`config.mk`:
```
export PLATFORM = sky130hd
export DESIGN_NAME = tc_conflict_monitor
export DESIGN_NICKNAME = d
export VERILOG_FILES = /design/src/rtl/tc_conflict_monitor.sv
export SDC_FILE = /design/constraint.sdc
export NUM_CORES = 1
export LEC_CHECK = 0
export CORE_UTILIZATION = 25
export CTS_CLUSTER_DIAMETER = 200
export DETAILED_ROUTE_END_ITERATION = 7
export SLEW_MARGIN = 5
export SYNTH_ARGS = -nofsm -noshare
export SYNTH_HDL_FRONTEND = slang
export SYNTH_SLANG_ARGS = --single-unit
```
`constraint.sdc`:
```
create_clock -name clk -period 3.1 [get_ports clk]
set_input_delay 0.62 -clock clk [delete_from_list [all_inputs] [get_ports clk]]
set_output_delay 0.62 -clock clk [all_outputs]
set_load 0.005 [all_outputs]
```
`src/rtl/tc_conflict_monitor.sv`:
```
// Traffic-light conflict monitor: decodes highway/farm codes to lamps, checks for conflicts, illegal codes/sequences and dwell times, and latches a fault.
// Optional fault flashing is enabled with `define TC_MON_FLASH_EN.
module tc_conflict_monitor #(
  parameter int CNT_W      = 6,
  parameter int MIN_GREEN  = 8,
  parameter int MIN_YELLOW = 3,
  parameter int MIN_ALLRED = 1,
  parameter int FLASH_DIV  = 4
) (
  input  logic       clk,
  input  logic       rst,
  input  logic [1:0] hy,
  input  logic [1:0] fr,
  input  logic       clr_fault,
  output logic [2:0] lamp_hy,
  output logic [2:0] lamp_fr,
  output logic       fault,
  output logic [2:0] fault_code,
  output logic       flash
);

  localparam logic [1:0] C_GREEN  = 2'b00;
  localparam logic [1:0] C_YELLOW = 2'b01;
  localparam logic [1:0] C_RED    = 2'b10;
  localparam logic [1:0] C_ILL    = 2'b11;

  localparam logic [CNT_W-1:0] CNT_MAX   = '1;
  localparam logic [CNT_W-1:0] MIN_G_C   = CNT_W'(MIN_GREEN);
  localparam logic [CNT_W-1:0] MIN_Y_C   = CNT_W'(MIN_YELLOW);
  localparam logic [CNT_W-1:0] MIN_A_C   = CNT_W'(MIN_ALLRED);

  typedef enum logic {TRACK = 1'b0, FAULT = 1'b1} state_t;

  state_t           state;
  logic [1:0]       h_q, f_q;
  logic [CNT_W-1:0] dwell_h, dwell_f, allred_cnt;
  logic [2:0]       h_chk, f_chk, viol_code;
  logic             both_red, flash_hold;

  function automatic logic [2:0] decode(input logic [1:0] code);
    case (code)
      C_GREEN:  decode = 3'b001;
      C_YELLOW: decode = 3'b010;
      default:  decode = 3'b100;
    endcase
  endfunction

  // Per-road transition check; returns 0 or one of the sequence/dwell codes 3..6.
  function automatic logic [2:0] road_check(input logic [1:0] prev, input logic [1:0] cur,
                                            input logic [CNT_W-1:0] dwell,
                                            input logic [CNT_W-1:0] allred);
    logic legal;
    legal = (prev == C_RED    && cur == C_GREEN)  ||
            (prev == C_GREEN  && cur == C_YELLOW) ||
            (prev == C_YELLOW && cur == C_RED);
    if (prev == cur)                                road_check = 3'd0;
    else if (!legal)                                road_check = 3'd3;
    else if (prev == C_GREEN  && dwell  < MIN_G_C)  road_check = 3'd4;
    else if (prev == C_YELLOW && dwell  < MIN_Y_C)  road_check = 3'd5;
    else if (prev == C_RED    && allred < MIN_A_C)  road_check = 3'd6;
    else                                            road_check = 3'd0;
  endfunction

  always_comb begin
    both_red  = (hy == C_RED) && (fr == C_RED);
    h_chk     = road_check(h_q, hy, dwell_h, allred_cnt);
    f_chk     = road_check(f_q, fr, dwell_f, allred_cnt);
    viol_code = 3'd0;
    if (hy != C_RED && fr != C_RED)        viol_code = 3'd1;
    else if (hy == C_ILL || fr == C_ILL)   viol_code = 3'd2;
    else if (h_chk != 3'd0 && (f_chk == 3'd0 || h_chk <= f_chk)) viol_code = h_chk;
    else                                   viol_code = f_chk;
  end

`ifdef TC_MON_FLASH_EN
  localparam int DIV_W = (FLASH_DIV > 1) ? $clog2(FLASH_DIV) : 1;
  logic [DIV_W-1:0] div_cnt;
  assign flash_hold = (div_cnt == DIV_W'(FLASH_DIV - 1)) ? ~flash : flash;
`else
  assign flash_hold = 1'b1;
`endif

  always_ff @(posedge clk or negedge rst) begin
    if (!rst) begin
      state      <= TRACK;
      h_q        <= C_RED;
      f_q        <= C_RED;
      dwell_h    <= CNT_MAX;
      dwell_f    <= CNT_MAX;
      allred_cnt <= MIN_A_C;
      lamp_hy    <= 3'b100;
      lamp_fr    <= 3'b100;
      fault      <= 1'b0;
      fault_code <= 3'd0;
      flash      <= 1'b0;
`ifdef TC_MON_FLASH_EN
      div_cnt    <= '0;
`endif
    end else begin
      h_q <= hy;
      f_q <= fr;
      // Counters run in both states so a clear resumes with true dwell history.
      dwell_h    <= (hy != h_q) ? CNT_W'(1) : ((dwell_h == CNT_MAX) ? dwell_h : dwell_h + 1'b1);
      dwell_f    <= (fr != f_q) ? CNT_W'(1) : ((dwell_f == CNT_MAX) ? dwell_f : dwell_f + 1'b1);
      allred_cnt <= !both_red ? '0 : ((allred_cnt == CNT_MAX) ? allred_cnt : allred_cnt + 1'b1);
      case (state)
        TRACK: begin
          if (viol_code != 3'd0) begin
            state      <= FAULT;
            fault      <= 1'b1;
            fault_code <= viol_code;
            flash      <= 1'b1;
            lamp_hy    <= 3'b100;
            lamp_fr    <= 3'b100;
`ifdef TC_MON_FLASH_EN
            div_cnt    <= '0;
`endif
          end else begin
            lamp_hy <= decode(hy);
            lamp_fr <= decode(fr);
          end
        end
        FAULT: begin
          if (clr_fault && both_red) begin
            state      <= TRACK;
            fault      <= 1'b0;
            fault_code <= 3'd0;
            flash      <= 1'b0;
            lamp_hy    <= decode(hy);
            lamp_fr    <= decode(fr);
          end else begin
            flash   <= flash_hold;
            lamp_hy <= {flash_hold, 2'b00};
            lamp_fr <= {flash_hold, 2'b00};
`ifdef TC_MON_FLASH_EN
            div_cnt <= (div_cnt == DIV_W'(FLASH_DIV - 1)) ? '0 : div_cnt + 1'b1;
`endif
          end
        end
        default: state <= TRACK;
      endcase
    end
  end

endmodule

```
==> results of run 1 <==
## repair_timing
action | 4_1_cts | 5_1_grt
gates resized for setup | 15 | 8
pin swaps | 15 | 14
buffers inserted | 5 | 1
endpoints found under the setup margin | 11 | 11
## kinds of logic after synthesis
kind of cell / Yosys count / synth area share (%)
xor gates and xnor gates: 9 / 3.93
muxes: 3 / 1.50
and+or+nand+nor: 89 / 24.1
DFF: 34 / 43.5
adders and majority gates: 7 / 4.37
buffers and inverters: 15 / 4.25
AOI/OAI and AO/OA: 50 / 18.4
## worst reg2reg max path, stage by stage, from the launching register on
cell	delay [ns]
dfstp_2	0.54
inv_2	0.04
ha_4	0.16
buf_4	0.14
a31oi_4	0.16
nor2_2	0.06
o21ai_2	0.17
ha_1	0.25
nor2b_1	0.13
o21a_1	0.18
o211a_4	0.26
a21boi_4	0.18
a21oi_2	0.05
or4b_4	0.58
or2_1	0.24
## flip-flops by register name, summed over array words and instances (netlist names), 2 cells and up
name / count
dwell_f: 6
dwell_h: 6
lamp_hy: 3
lamp_fr: 3
f_q: 2
fault_code: 3
allred_cnt: 6
h_q: 2
## where the power goes
group | switching, mW | internal (mW) | total (mW) | leakage (nW)
registers | 0.0177 | 0.473 | 0.491 | 0.394
clock network | 0.174 | 0.239 | 0.413 | 0.0504
logic | 0.134 | 0.168 | 0.303 | 0.708
total | 0.326 | 0.881 | 1.21 | 1.15
## layout make-up
type / count / area share [%]
multi-input cells: 158 / 40.5
flip-flops and latches: 34 / 31.3
repair buffers: 64 / 18.6
well taps: 102 / 4.58
clock buffers: 5 / 2.47
clock inverters: 3 / 1.62
inverters: 7 / 0.943
## per-stage QoR
| stage | instances | power (mW) | area, µm² | setup slack, ns | hold WS, ns |
|---|---|---|---|---|---|
| 5_1_grt | 373 | 1.27 | 2790 | -0.245 | 0.521 |
| 3_3_place_gp | 360 | 0.766 | 2560 | -0.574 | 0.467 |
| 6_report | 373 | 1.21 | 2790 | -0.106 | 0.493 |
| 3_5_place_dp | 360 | 0.771 | 2560 | -0.660 | 0.482 |
| 4_1_cts | 373 | 1.20 | 2760 | -0.143 | 0.500 |
| 2_1_floorplan | 207 | 0.648 | 2030 | -0.114 | 0.324 |
## final timing paths
kind	from	to	slack, ns	depth (start not counted)
hold / removal	fault$_DFFE_PN0P_	fault$_DFFE_PN0P_	0.49	1
min in group asynchronous	rst	allred_cnt[1]$_DFFE_PN0P_	0.75	2
max in group asynchronous	rst	lamp_hy[2]$_DFF_PN1_	2.01	2
setup reg to reg	allred_cnt[0]$_DFFE_PN1P_	lamp_hy[2]$_DFF_PN1_	-0.11	14
hold reg to reg	fault$_DFFE_PN0P_	fault$_DFFE_PN0P_	0.49	1
setup / recovery	allred_cnt[0]$_DFFE_PN1P_	lamp_hy[2]$_DFF_PN1_	-0.11	14
## placed cells by master (no fill, tap or decap), types with 2 or more instances in the layout
cell | synthesis | routed
nor2_1 | 26 | 24
nor2b_4 | 2 | 2
clkdlybuf4s50_1 | 0 | 13
nand2_1 | 11 | 11
clkbuf_8 | 0 | 5
dfrtp_1 | 17 | 17
nand4_1 | 2 | 2
buf_4 | 1 | 46
mux2i_1 | 3 | 3
a21o_1 | 3 | 3
dfstp_2 | 17 | 17
o21ai_1 | 3 | 4
o2bb2ai_1 | 2 | 2
a211oi_1 | 5 | 5
dlygate4sd2_1 | 0 | 3
a31oi_1 | 6 | 5
and3_1 | 7 | 7
nor2_2 | 0 | 2
nor4_1 | 2 | 2
a21oi_1 | 4 | 3
xnor2_1 | 7 | 6
or2_2 | 3 | 3
nand2b_1 | 3 | 3
and2_1 | 4 | 3
nand3_1 | 13 | 12
xor2_1 | 2 | 2
or2_1 | 2 | 2
a22oi_1 | 4 | 4
o21a_1 | 3 | 3
nor3_1 | 6 | 6
ha_1 | 7 | 6
inv_1 | 7 | 6
clkinvlp_4 | 0 | 2
o21ai_0 | 10 | 8
nor3b_2 | 2 | 2
## per-layer routing
| metal | up-vias | track usage (%) | routed length, µm |
|---|---|---|---|
| li1 | 873 | - | - |
| met1 | 853 | 14.4 | 2110 |
| met2 | 15 | 20.0 | 2270 |
| met3 | 6 | 2.43 | 97 |
| met4 | 0 | 4.76 | 67 |
| met5 | - | 0 | 0 |
==> metrics.txt, run 1 <==
# TYPE chip_impl_metric gauge
chip_impl_metric{name="setup_viol_count_final",unit=""} 8
chip_impl_metric{name="timing.critical_path.slowest_cell_delay",unit="ns"} 0.58
chip_impl_info{name="clockRootBuffer",value="clkbuf_8"} 1
chip_impl_metric{name="final_hold_viol_count",unit=""} 0
chip_impl_metric{name="core-area",unit="mm²"} 0.00773
chip_impl_metric{name="wire_length_of_the_first_global_routing_pass",unit="mm"} 7.85
chip_impl_info{name="critical_path_class",value="reg -> reg"} 1
chip_impl_info{name="synth_flop_cell",value="dfstp_2"} 1
chip_impl_metric{name="clk_pin_slew_worst_paths",unit="ns"} 0.08
chip_impl_metric{name="start_util",unit="%"} 25.9
chip_impl_metric{name="crit_buf_inv",unit=""} 2
chip_impl_metric{name="tightestPinTransition",unit="ns"} 0.440
chip_impl_info{name="run_status",value="complete, but fails checks"} 1
chip_impl_metric{name="summed_instance_area_of_the_synthesized_netlist",unit="mm²"} 0.00200
chip_impl_metric{name="slew_violations",unit=""} 0
chip_impl_metric{name="slew_headroom",unit="%"} 70.7
chip_impl_metric{name="power_per_cell_area",unit="mW/mm²"} 433
chip_impl_metric{name="ctsHoldBuffers",unit=""} 0
chip_impl_metric{name="multi_input_area",unit="mm²"} 0.00113
chip_impl_metric{name="total_vias_in_the_final_route",unit=""} 1747
chip_impl_info{name="failing_checks",value="setup timing"} 1
chip_impl_info{name="timing.critical_path.slowest_stage_cell",value="or4b_4"} 1
chip_impl_metric{name="globalRoute.totalOverflow",unit=""} 0
chip_impl_info{name="synth.top_cells.by_count",value="nor2_1 (26), dfrtp_1 (17), dfstp_2 (17)"} 1
chip_impl_metric{name="grt_util_all_layers",unit="%"} 11.8
chip_impl_metric{name="layout_filler_cell_count",unit=""} 767
chip_impl_metric{name="synth_top_area_share",unit="%"} 22.3
chip_impl_metric{name="placement_rows",unit=""} 32
chip_impl_metric{name="worstPathArrival",unit="ns"} 3.42
chip_impl_metric{name="num-nets-final",unit=""} 284
chip_impl_metric{name="setup_ws",unit="ns"} -0.106
chip_impl_metric{name="grt_pass1_vias",unit=""} 1739
chip_impl_info{name="yosysMostFrequentCell",value="nor2_1"} 1
chip_impl_metric{name="port_buffers",unit=""} 17
chip_impl_metric{name="ys_seq_elements",unit=""} 34
chip_impl_info{name="synth.area.top_cells",value="dfstp_2 (22%), dfrtp_1 (21%), nor2_1 (4.9%)"} 1
chip_impl_metric{name="synth.yosys.seq_area_share",unit="%"} 43.5
chip_impl_metric{name="cts.sink_count",unit=""} 34
chip_impl_metric{name="cts-htree-levels",unit=""} 2
chip_impl_metric{name="yosys_warnings",unit=""} 0
chip_impl_metric{name="critPathRequiredTime",unit="ns"} 3.32
chip_impl_metric{name="dr.pass1.iters",unit=""} 4
chip_impl_metric{name="clock-skew-final",unit="ns"} 0.00665
chip_impl_metric{name="vdd_ir_drop_max",unit="mV"} 0.210
chip_impl_metric{name="finalCritPeriodShare",unit="%"} 103
chip_impl_metric{name="place.gp.congestion",unit=""} 0.828
chip_impl_metric{name="ios",unit=""} 18
chip_impl_metric{name="maximum_buffer_depth_of_the_clock_tree",unit=""} 2
chip_impl_info{name="cts_tree",value="built"} 1
chip_impl_info{name="timing.critical_path.max_delay_family",value="simple AND/OR/NAND/NOR gates"} 1
chip_impl_metric{name="worst-path-max-fanout",unit=""} 8
chip_impl_info{name="rsz0062_at_grt",value="true"} 1
chip_impl_metric{name="layout-area-overhead-vs-synth",unit="%"} 39.0
chip_impl_metric{name="clkLatencyLatePin",unit="ns"} 0.29
chip_impl_info{name="crit_path_cell_trace",value="inv_2 > ha_4 > buf_4 > a31oi_4 > nor2_2 > o21ai_2 > ha_1 > nor2b_1 > o21a_1 > o211a_4 > a21boi_4 > a21oi_2 > or4b_4 > or2_1"} 1
chip_impl_metric{name="drt-total-wl",unit="mm"} 4.54
chip_impl_info{name="min-delay-path-class",value="reg -> reg"} 1
chip_impl_metric{name="via_per_inst",unit=""} 4.68
chip_impl_metric{name="cellLeakagePower",unit="nW"} 1.15
chip_impl_metric{name="layout.core_utilization",unit="%"} 36.1
chip_impl_metric{name="postSynthNetCount",unit=""} 221
chip_impl_metric{name="final_antenna_net_count",unit=""} 0
chip_impl_metric{name="grt_start_max_net_pins",unit=""} 35
chip_impl_metric{name="design.die.area",unit="mm²"} 0.00838
chip_impl_metric{name="synthesis.area_per_instance",unit="µm²"} 9.68
chip_impl_metric{name="drive_above_1_share",unit="%"} 36.2
chip_impl_metric{name="1st_iter_drt_viols",unit=""} 37
chip_impl_metric{name="synthesis.instances",unit=""} 207
chip_impl_metric{name="asyncSetResetFlopFracSynth",unit="%"} 100
chip_impl_metric{name="max-cap-violations",unit=""} 0
chip_impl_metric{name="die_width",unit="µm"} 91.5
chip_impl_metric{name="die_height",unit="µm"} 91.5
chip_impl_metric{name="finalCriticalPeriod",unit="ns"} 3.21
chip_impl_metric{name="cts-buffers-inserted",unit=""} 5
chip_impl_metric{name="avgRoutedWirePerCell",unit="µm"} 12.2
chip_impl_metric{name="fmax",unit="GHz"} 0.312
chip_impl_metric{name="antenna_found_initial",unit=""} 0
chip_impl_info{name="worst_setup_path_end_kind",value="register"} 1
chip_impl_metric{name="seqCellArea",unit="µm²"} 872
chip_impl_metric{name="synth_edf_count",unit=""} 0
chip_impl_metric{name="synth_cell_types",unit=""} 48
chip_impl_metric{name="post-dp-hpwl",unit="mm"} 3.35
chip_impl_info{name="synth.largest_area_cell",value="dfstp_2"} 1
chip_impl_metric{name="route.detailed.drc",unit=""} 0
chip_impl_info{name="start_kind",value="register"} 1
chip_impl_metric{name="fin_tns_setup",unit="ns"} -0.566
chip_impl_metric{name="num_antenna_cells",unit=""} 0
Note: power is estimated with default switching activity, not from simulation.
==> inputs of run 2 (changes only) <==
Settings changed: CAP_MARGIN from default to 15, CTS_CLUSTER_DIAMETER 200 to 120.
==> results of run 2 <==
No change in the layout: final DEF, timing and power equal those of run 1.
==> inputs of run 3 (changes only) <==
Settings changed: GPL_ROUTABILITY_DRIVEN from default to 0.
==> results of run 3 <==
No change in the layout: final DEF, timing and power equal those of run 1.
